**src/rtl/fp_mul_share_ctrl_pkg.sv**
```systemverilog
// Shared types and constants for the multiplier-sharing controller.
package fp_mul_share_ctrl_pkg;

  // Fixed latency of the attached fp_multiply_pipeline.
  localparam int FP_MUL_LATENCY = 4;

  // Rounding-mode encoding expected by the pipeline.
  typedef enum logic [2:0] {
    RM_RNE = 3'd0,
    RM_RTZ = 3'd1,
    RM_RDN = 3'd2,
    RM_RUP = 3'd3,
    RM_RMM = 3'd4
  } fp_rm_e;

  // Exception flags, in the bit order used on resp_flags and fflags.
  typedef struct packed {
    logic inv;
    logic ovf;
    logic unf;
    logic inx;
  } fp_flags_t;

  // Round-robin pointer advance with wrap-around at n.
  function automatic int next_ptr(input int idx, input int n);
    return (idx + 1 >= n) ? 0 : idx + 1;
  endfunction

endpackage

```
**src/rtl/fp_mul_share_ctrl_if.sv**
```systemverilog
// Requester-side bus of the multiplier-sharing controller.
//
// Handshake: a request for requester i transfers in a cycle where
// req_valid[i] && req_ready[i]; req_ready may depend on req_valid, never the
// reverse. Responses are one-cycle strobes on resp_valid with no backpressure,
// so every requester must take a result in the cycle it appears.
interface fp_mul_share_ctrl_if #(
  parameter int N_REQ = 3
);
  logic [N_REQ-1:0]    req_valid;
  logic [N_REQ-1:0]    req_ready;
  logic [32*N_REQ-1:0] req_a;
  logic [32*N_REQ-1:0] req_b;
  logic [3*N_REQ-1:0]  req_rm;
  logic [N_REQ-1:0]    resp_valid;
  logic [31:0]         resp_result;
  logic [3:0]          resp_flags;
  logic [4*N_REQ-1:0]  fflags;
  logic [N_REQ-1:0]    fflags_clr;

  modport master (
    output req_valid, req_a, req_b, req_rm, fflags_clr,
    input  req_ready, resp_valid, resp_result, resp_flags, fflags
  );

  modport slave (
    input  req_valid, req_a, req_b, req_rm, fflags_clr,
    output req_ready, resp_valid, resp_result, resp_flags, fflags
  );
endinterface

```
**src/rtl/fp_mul_share_ctrl_rr_arbiter.sv**
```systemverilog
// Combinational round-robin arbiter: first requester at or above ptr, wrapping.
module fp_mul_share_ctrl_rr_arbiter #(
  parameter int N = 3,
  parameter int W = $clog2(N)
) (
  input  logic [N-1:0] req,
  input  logic [W-1:0] ptr,
  output logic [N-1:0] grant,
  output logic [W-1:0] idx,
  output logic         any
);
  int j;

  // Scan upward from ptr and take the first asserted request.
  always_comb begin
    grant = '0;
    idx   = '0;
    any   = 1'b0;
    j     = 0;
    for (int k = 0; k < N; k++) begin
      j = (int'(ptr) + k) % N;
      if (!any && req[j]) begin
        any      = 1'b1;
        grant[j] = 1'b1;
        idx      = W'(j);
      end
    end
  end
endmodule

```
**src/rtl/fp_mul_share_ctrl.sv**
```systemverilog
// Shares one fixed-latency FP multiply pipeline among N_REQ requesters and
// routes each result back to its issuer through a tag delay line.
module fp_mul_share_ctrl
  import fp_mul_share_ctrl_pkg::*;
#(
  parameter int N_REQ       = 3,
  parameter int MUL_LATENCY = FP_MUL_LATENCY,
  parameter int TAG_W       = $clog2(N_REQ)
) (
  input  logic                clk,
  input  logic                rst,
  fp_mul_share_ctrl_if.slave  bus,
  output logic                mul_valid,
  output logic [31:0]         mul_in1,
  output logic [31:0]         mul_in2,
  output logic [2:0]          mul_rm,
  input  logic [31:0]         mul_out,
  input  logic                mul_ovf,
  input  logic                mul_unf,
  input  logic                mul_inx,
  input  logic                mul_inv,
  input  logic                mul_valid_out,
  output logic                proto_err
);
  logic [N_REQ-1:0] grant;
  logic [TAG_W-1:0] win_idx;
  logic             win_any;
  logic [31:0]      win_a, win_b;
  logic [2:0]       win_rm;
  logic             issue;

  logic [TAG_W-1:0] rr_ptr;
  logic             rm_lock;
  logic [2:0]       cur_rm;

  // Tag line: entry 0 follows mul_valid, entry MUL_LATENCY lines up with mul_valid_out.
  logic [MUL_LATENCY:0]            tag_v;
  logic [MUL_LATENCY:0][TAG_W-1:0] tag_id;

  fp_flags_t        pipe_flags;
  logic [3:0]       flag_bits;
  logic             resp_fire;
  logic [N_REQ-1:0] resp_next;

  fp_mul_share_ctrl_rr_arbiter #(.N(N_REQ), .W(TAG_W)) u_arb (
    .req   (bus.req_valid),
    .ptr   (rr_ptr),
    .grant (grant),
    .idx   (win_idx),
    .any   (win_any)
  );

  // Pick the winner's operand slices.
  always_comb begin
    win_a  = '0;
    win_b  = '0;
    win_rm = '0;
    for (int i = 0; i < N_REQ; i++) begin
      if (grant[i]) begin
        win_a  = bus.req_a[32*i +: 32];
        win_b  = bus.req_b[32*i +: 32];
        win_rm = bus.req_rm[3*i +: 3];
      end
    end
  end

  // A winner with a different rm right after an issue waits one bubble; no
  // other requester is picked in its place, which keeps everyone starvation-free.
  assign issue         = win_any && (!rm_lock || (win_rm == cur_rm));
  assign bus.req_ready = issue ? grant : '0;
  assign mul_rm        = cur_rm;

  assign pipe_flags = {mul_inv, mul_ovf, mul_unf, mul_inx};
  assign flag_bits  = pipe_flags;
  assign resp_fire  = mul_valid_out && tag_v[MUL_LATENCY];

  // Decode the tail tag into the next-cycle response strobe.
  always_comb begin
    resp_next = '0;
    for (int i = 0; i < N_REQ; i++) begin
      resp_next[i] = resp_fire && (tag_id[MUL_LATENCY] == TAG_W'(i));
    end
  end

  // Issue stage: register pipeline inputs, advance pointer, track rm lock.
  always_ff @(posedge clk) begin
    if (rst) begin
      mul_valid <= 1'b0;
      mul_in1   <= '0;
      mul_in2   <= '0;
      cur_rm    <= '0;
      rm_lock   <= 1'b0;
      rr_ptr    <= '0;
    end else begin
      mul_valid <= issue;
      if (issue) begin
        mul_in1 <= win_a;
        mul_in2 <= win_b;
        cur_rm  <= win_rm;
        rm_lock <= 1'b1;
        rr_ptr  <= TAG_W'(next_ptr(int'(win_idx), N_REQ));
      end else begin
        rm_lock <= 1'b0;
      end
    end
  end

  // Tag delay line, cleared on reset so in-flight results are dropped.
  always_ff @(posedge clk) begin
    if (rst) begin
      tag_v  <= '0;
      tag_id <= '0;
    end else begin
      tag_v  <= {tag_v[MUL_LATENCY-1:0], issue};
      tag_id <= {tag_id[MUL_LATENCY-1:0], win_idx};
    end
  end

  // Response register and sticky protocol-error detection.
  always_ff @(posedge clk) begin
    if (rst) begin
      bus.resp_valid  <= '0;
      bus.resp_result <= '0;
      bus.resp_flags  <= '0;
      proto_err       <= 1'b0;
    end else begin
      bus.resp_valid <= resp_next;
      if (resp_fire) begin
        bus.resp_result <= mul_out;
        bus.resp_flags  <= flag_bits;
      end
      if (mul_valid_out != tag_v[MUL_LATENCY]) begin
        proto_err <= 1'b1;
      end
    end
  end

  // Sticky per-requester flags; a coinciding clear still keeps the new flags.
  always_ff @(posedge clk) begin
    if (rst) begin
      bus.fflags <= '0;
    end else begin
      for (int i = 0; i < N_REQ; i++) begin
        bus.fflags[4*i +: 4] <= (bus.fflags_clr[i] ? 4'b0 : bus.fflags[4*i +: 4])
                              | (resp_next[i] ? flag_bits : 4'b0);
      end
    end
  end
endmodule

```
**src/flat_wrapper.sv**
```systemverilog
// flat-port wrapper written by rule: the top's interface ports become plain ports
module fp_mul_share_ctrl_flat import fp_mul_share_ctrl_pkg::*;
#(
  parameter int N_REQ       = 3,
  parameter int MUL_LATENCY = FP_MUL_LATENCY,
  parameter int TAG_W       = $clog2(N_REQ)
)
  (clk, rst, mul_valid, mul_in1, mul_in2, mul_rm, mul_out, mul_ovf, mul_unf, mul_inx, mul_inv, mul_valid_out, proto_err, bus_req_valid, bus_req_a, bus_req_b, bus_req_rm, bus_fflags_clr, bus_req_ready, bus_resp_valid, bus_resp_result, bus_resp_flags, bus_fflags);
  fp_mul_share_ctrl_if #(.N_REQ(N_REQ)) bus_i ();
  input  logic clk;
  input  logic rst;
  output logic mul_valid;
  output logic [31:0] mul_in1;
  output logic [31:0] mul_in2;
  output logic [2:0] mul_rm;
  input  logic [31:0] mul_out;
  input  logic mul_ovf;
  input  logic mul_unf;
  input  logic mul_inx;
  input  logic mul_inv;
  input  logic mul_valid_out;
  output logic proto_err;
  input wire logic [$bits(bus_i.req_valid)-1:0] bus_req_valid;
  input wire logic [$bits(bus_i.req_a)-1:0] bus_req_a;
  input wire logic [$bits(bus_i.req_b)-1:0] bus_req_b;
  input wire logic [$bits(bus_i.req_rm)-1:0] bus_req_rm;
  input wire logic [$bits(bus_i.fflags_clr)-1:0] bus_fflags_clr;
  output wire logic [$bits(bus_i.req_ready)-1:0] bus_req_ready;
  output wire logic [$bits(bus_i.resp_valid)-1:0] bus_resp_valid;
  output wire logic [$bits(bus_i.resp_result)-1:0] bus_resp_result;
  output wire logic [$bits(bus_i.resp_flags)-1:0] bus_resp_flags;
  output wire logic [$bits(bus_i.fflags)-1:0] bus_fflags;
  assign bus_i.req_valid = bus_req_valid;
  assign bus_i.req_a = bus_req_a;
  assign bus_i.req_b = bus_req_b;
  assign bus_i.req_rm = bus_req_rm;
  assign bus_i.fflags_clr = bus_fflags_clr;
  assign bus_req_ready = bus_i.req_ready;
  assign bus_resp_valid = bus_i.resp_valid;
  assign bus_resp_result = bus_i.resp_result;
  assign bus_resp_flags = bus_i.resp_flags;
  assign bus_fflags = bus_i.fflags;
  fp_mul_share_ctrl #(.N_REQ(N_REQ), .MUL_LATENCY(MUL_LATENCY), .TAG_W(TAG_W)) u_core (.clk(clk), .rst(rst), .bus(bus_i), .mul_valid(mul_valid), .mul_in1(mul_in1), .mul_in2(mul_in2), .mul_rm(mul_rm), .mul_out(mul_out), .mul_ovf(mul_ovf), .mul_unf(mul_unf), .mul_inx(mul_inx), .mul_inv(mul_inv), .mul_valid_out(mul_valid_out), .proto_err(proto_err));
endmodule
```
**config.mk**
```make
export PLATFORM = sky130hd
export DESIGN_NAME = fp_mul_share_ctrl_flat
export DESIGN_NICKNAME = d
export VERILOG_FILES = /design/src/rtl/fp_mul_share_ctrl_pkg.sv /design/src/rtl/fp_mul_share_ctrl_if.sv /design/src/rtl/fp_mul_share_ctrl_rr_arbiter.sv /design/src/rtl/fp_mul_share_ctrl.sv /design/src/flat_wrapper.sv
export SDC_FILE = /design/constraint.sdc
export NUM_CORES = 1
export LEC_CHECK = 0
export CORE_MARGIN = 1.5
export CORE_UTILIZATION = 36
export DETAILED_ROUTE_END_ITERATION = 7
export PLACE_DENSITY = 0.77
export SLEW_MARGIN = 25
export SYNTH_ARGS = -nofsm -noshare
export SYNTH_HDL_FRONTEND = slang
export SYNTH_SLANG_ARGS = --single-unit
```
**constraint.sdc**
```tcl
create_clock -name clk -period 3 [get_ports clk]
set_input_delay 0.3 -clock clk [delete_from_list [all_inputs] [get_ports clk]]
set_output_delay 0.3 -clock clk [all_outputs]
set_load 0.03 [all_outputs]
```
Word-level counts from Yosys, hierarchy flattened
Index checks and enable logic that the tools add are counted.
{"block": "classes", "add_sub_neg": 3, "mul": 0, "div_mod_pow": 3, "order_cmp": 7, "eq_ne": 4, "shifts": 0, "mux": 42, "n_bitwise": 5, "n_reduce_logical": 15}
{"operator": "32-bit 2-to-1 mux", "count": 6}
{"operator": "32-bit by 1-bit >= comparator with 1-bit output, second input constant", "count": 3}
{"operator": "32-bit by 4-bit less-than comparator with 1-bit output, second input constant", "count": 3}
{"operator": "32-bit by 3-bit modulo with 32-bit output, second input constant", "count": 2}
{"operator": "3-bit by 3-bit modulo with 32-bit output, second input constant", "count": 1}
{"operator": "4-bit 2-to-1 mux", "count": 6}
{"operator": "3-bit 2-to-1 mux", "count": 7}
{"operator": "1-bit 2-to-1 mux", "count": 13}
{"operator": "4-bit OR", "count": 3}
{"operator": "1-bit logical AND", "count": 10}
{"operator": "2-bit 2-to-1 mux", "count": 4}
{"operator": "2-bit by 1-bit adder with 3-bit output, second input constant", "count": 2}
{"operator": "1-bit binary-select mux with 2-bit select", "count": 3}
{"operator": "1-bit demux with 2-bit select", "count": 3}
{"operator": "3-bit OR", "count": 2}
{"operator": "2-bit by 2-bit adder with 3-bit output, second input constant", "count": 1}
{"operator": "3-bit equality test", "count": 1}
{"operator": "3-bit by 2-bit >= comparator with 1-bit output, second input constant", "count": 1}
{"operator": "1-bit logical NOT", "count": 3}
{"operator": "2-bit by 1-bit equality test with 1-bit output, second input constant", "count": 1}
{"operator": "2-bit equality test, second input constant", "count": 1}
{"operator": "2-bit logical NOT", "count": 1}
{"operator": "1-bit logical OR", "count": 1}
{"operator": "1-bit inequality test", "count": 1}
{"block": "word_totals", "regBits": 138, "latch_bits": 0, "mem_bits_rw": 0, "mem_bits_ro": 0, "input_bits": 246, "wordCells": 96, "memories": 0}

Longest topological paths before layout
{"block": "logic_depth", "ltp_word": 18, "mapped_depth": 14, "ltp_nobuf": 10}

By module
From an unflattened synthesis, not the netlist that was laid out.
{"block": "hier_totals", "cells_unflattened": 734, "area_unflattened_um2": 6754.0}
{"mod": "fp_mul_share_ctrl", "instances": 1, "cells_per_inst": 682, "area_per_inst_um2": 6372.4}
{"mod": "fp_mul_share_ctrl_rr_arbiter", "instances": 1, "cells_per_inst": 52, "area_per_inst_um2": 381.6}

Worst setup path after synthesis
OpenSTA, ideal clock, no wires.
{"block": "synth_timing", "path_kind": "flip-flop to output port", "startpoint": "reg u_core.rr_ptr[0]", "endpoint": "out bus_req_ready[0]", "arrival_time_ns": 3.107, "path_slack_ns": -0.407, "stages_incl_launch_ff": 13, "n_path_buf": 2, "path_cell_list": "dfxtp_1 > inv_1 > ha_1 > buf_4 > nand2_1 > a2111oi_2 > a2111oi_4 > or4b_1 > a31oi_2 > o2111a_2 > nor2_4 > buf_6 > nor2_1"}
{"block": "synth_between", "elab_chain_len": 18}
{"item": "start, declared", "line_no": "fp_mul_share_ctrl.sv:32", "source": "logic [TAG_W-1:0] rr_ptr;"}
{"item": "start signal, assigned", "line_no": "fp_mul_share_ctrl.sv:101", "source": "rr_ptr <= TAG_W'(next_ptr(int'(win_idx), N_REQ));"}
{"item": "branches (longest 17 deep; another with 32-bit by 3-bit modulo with 32-bit output)"}
{"item": "3-bit 2-to-1 mux (*)", "line_no": "fp_mul_share_ctrl.sv:70", "source": "assign bus.req_ready = issue ? grant : '0;"}
{"item": "end, declared", "line_no": "flat_wrapper.sv:28", "source": "output wire logic [$bits(bus_i.req_ready)-1:0] bus_req_ready;"}
Every way passes the cells marked *. The select of a mux whose other input is x is not followed.

Final worst setup path
{"block": "layout_timing", "startpoint": "reg u_core.rr_ptr[1]", "endpoint": "out bus_req_ready[2]"}
The elaborated chain is that of the path after synthesis.

==> summary.txt <==
Status
  • Status: complete, but fails checks
  • Failing checks: negative setup slack

Synthesis
  • Yosys Warn Count: 0
  • Synth Flop Type: dfxtp_1
  • EDFF count, synth: 0
  • Yosys reg bits: about 140
  • Post-Syn Nets: 940
  • Syn avg cell area: a little over 10 sq um
  • Syn Inst Count: roughly 700
  • Synth cell types: 56
  • Synth Cell Area: 0.007032 sq mm
  • Asr flop ratio synth: 0%
  • Register area share after synthesis: slightly below 40%

Global routing
  • Grt total ovfl: 0
  • Initial antenna violation count: 2
  • Vias in the first global route: 7,250
  • Gr usage total: roughly a quarter
  • Global-route wire length before repair: between 30 and 40 mm
  • Pin count of the biggest net entering global routing: 92

STA
  • FMAX: around 300 MHz
  • Final hold violation count: 0
  • Skew final: about 0.0099 ns
  • Tmin final: around 3.4 ns
  • Worst-margin pin slew: between 0.6 and 0.7 ns
  • Fin crit share: 113.3%
  • Final Slew Violations: 0
  • Setup violations, final: 68
  • Unrepaired setup endpoints after global routing: yes
  • Relative slew slack: 56.54%
  • Final Worst Setup Slack: -0.3998 ns

Routing
  • Via count: ~7,300
  • Final ANT Viol Nets: 0
  • Final wirelength: between 20 and 30 mm
  • WL per Instance: between 15 and 20 microns
  • DRT Pass-1 Iters: 4
  • Starting DRT DRC Count: 312
  • DRC viols: 0
  • Vias/cell: approximately 5.4

Critical path
  • CP max FO: 7
  • CP bufs+invs: 6
  • Worst-path cell chain: inv_2 -> ha_4 -> mux2i_4 -> buf_4 -> a311oi_4 -> a21oi_2 -> buf_4 -> o31ai_4 -> buf_4 -> a221oi_4 -> o2111a_2 -> nor2_4 -> buf_12 -> nor2_4 -> buf_6
  • CP Launch Point: u_core.rr_ptr[1]
  • Worst path max stage delay: 0.34 ns
  • CP Data Arrival Time: just over 3 ns
  • Top delay family on crit path: compound AO/OA/AOI/OAI gates
  • CP Depth: 15
  • CP dominant cell by count: buf_4
  • Slowest CP cell: dfxtp_2
  • Reg2Reg Launch Point: u_core.rr_ptr[1]
  • R2r worst-path depth: 13
  • Worst setup SP type: flop
  • Crit end category: output port
  • Crit path required time: roughly 2.7 ns
  • Worst Setup Path Type: reg2out

Final layout
  • Final Instance Count excl. Fillers: roughly 1,400
  • Syn-to-layout area delta: 78.08%
  • Layout cells sized above 1: 20.86%
  • Most frequent cells in the layout: clkdlybuf4s50_1, dfxtp_1, nor2_1, buf_4, a221oi_1
  • Leading cell type in the layout, fill and taps excluded: clkdlybuf4s50_1
  • # nets final: 1,337

Floorplan
  • DIE WIDTH: 142.8 microns
  • I/O pins: around 370
  • Die height: 142.8 microns
  • Die area: around 0.020 sq mm
  • # rows: 50
  • Initial Util: between 30% and 40%
  • Core ar.: roughly 0.019 sq mm

Clock tree
  • TritonCTS Buffers: 17
  • CTS tree: done
  • CTS max path bufs: 2
  • Clock Sinks: 136
  • Clock Latency Late Sink: slightly above 0.4 ns
  • Clk root buf: clkbuf_16
  • H-tree depth: 4
  • Clock transition at the registers of the reported paths: 0.06 ns

Placement
  • Port Buffer Count: ~370
  • Placed cell count: 1,307
  • Post-DP HPWL: approximately 19 mm
  • Placer congestion estimate: 0.8354

Power and ir drop
  • Final total power: 0.01300 W
  • PD cells: 1038 mW/mm^2
  • Static power due to leakage: 4.694 nW
  • Worst IR drop on VDD: around 0.7 mV

Worst hold path
  • Class of the worst hold path: in2reg
  • Hold path cells: 2
  • Hold_sp: rst

Run
  • Max Cap Viol: 0
metal layers:
layer / GRT usage, % / wire (microns)
met3: 6.875 / 1936
met5: 0 / 0
met1: 26.14 / 9717
met2: 44.17 / 13320
met4: 9.224 / 696
final timing paths:
path | endpoint | slack [ns]
setup / recovery | bus_req_ready[2] | -0.40
hold / removal | u_core.bus.resp_result[3] | 0.33
setup reg to reg | u_core.mul_in1[9] | -0.18
hold reg to reg | u_core.tag_id[7] | 0.43
repair_timing:
action,CTS,global route
gates resized for setup,37,17
setup endpoints to repair,73,72
setup buffers,14,5
hold buffers,0,0
pin swaps,18,12
cloned,1,1
cell usage after synthesis, types with 2 or more instances:
master      n  area [sq um]
a211oi_1    3         22.52
a21oi_1     6         30.03
a221o_1     2         20.02
a221oi_1   68         595.6
a22o_1     15         131.4
and2_1      2         12.51
buf_1       6         22.52
buf_2       4         20.02
buf_4       2         15.01
buf_6       7         78.83
clkbuf_1   62         232.7
dfxtp_1   136          2723
ha_1        5         62.56
inv_1       9         33.78
mux2i_1    37         370.4
mux2i_2     2         27.53
nand2_1     7         26.28
nand2b_1    3         18.77
nand3_1     2         10.01
nand4b_1   64         560.5
nor2_1    122         457.9
nor2b_1    14         87.58
nor3_1      2         10.01
nor3b_1     3         22.52
o21ai_0     6         30.03
o22ai_1     2         12.51
o41ai_1     2         17.52
o41ai_2    65          1057
or4_1       2         15.01
xor2_1      3         26.28
layout make-up:
| type | count | area [sq um] |
|---|---|---|
| Clock buffer | 18 | 439.2 |
| Antenna cell | 2 | 5.005 |
| Timing Repair Buffer | 459 | 4569 |
| Tap cell | 260 | 325.3 |
| Inverter | 9 | 33.78 |
| Fill cell | 1514 | 6434 |
| Multi-Input combinational cell | 463 | 4254 |
| Clock inverter | 13 | 170.2 |
| Sequential cell | 136 | 2725 |
worst reg2reg max path: cells and delay by family, from the launching register on:
| kind | cells | cell delay (ns) |
|---|---|---|
| AOI/OAI and AO/OA | 5 | 1.25 |
| adders and majority gates | 1 | 0.29 |
| buffers and inverters | 4 | 0.57 |
| DFF | 1 | 0.32 |
| and+or+nand+nor | 3 | 0.67 |
sequential cells by signal (all words and copies together), names as in the netlist:
signal and flops:
u_core.bus.resp_flags 4, u_core.bus.resp_result 32, u_core.bus.fflags 12, u_core.proto_err 1, u_core.tag_id 10, u_core.mul_rm 3, u_core.mul_in1 32, u_core.mul_in2 32
u_core.rr_ptr 2, u_core.bus.resp_valid 3, u_core.tag_v 5
metrics by stage:
| step | hold WS [ns] | worst slack [ns] | util (%) | setup TNS, ns | instance area, sq um |
|---|---|---|---|---|---|
| final | 0.3330 | -0.3998 | 66.06 | -8.728 | 12520 |
| after global routing | 0.3614 | -0.5177 | 66.05 | -16.52 | 12520 |
| after CTS | 0.3337 | -0.4526 | 64.96 | -11.39 | 12310 |
| after detailed placement | 0.4234 | -0.3601 | 60.22 | -20.81 | 11410 |
| after global placement | 0.4173 | -0.2945 | 60.22 | -17.30 | 11410 |
| after floorplan | 0.4138 | 0.01923 | - | 0 | 7126 |
where the power goes:
group          leakage (nW)  total [W]  switching [W]  internal (W)
Sequential             1.11    0.00228       0.000157       0.00213
Clock                 0.295    0.00217       0.000829       0.00134
Combinational          3.29    0.00855        0.00474       0.00381
Total                  4.69     0.0130        0.00573       0.00727
kinds of logic after synthesis:
kind of cell	count (synthesis)	share of synthesized area [%]
simple gates	230	18.49
compound gates	184	29.66
flops	136	38.72
buf+inv	90	5.729
mux	41	6.139
fa+ha+maj	5	0.8897
xor+xnor	3	0.3737
No activity file was read; power rests on OpenSTA's default activity.
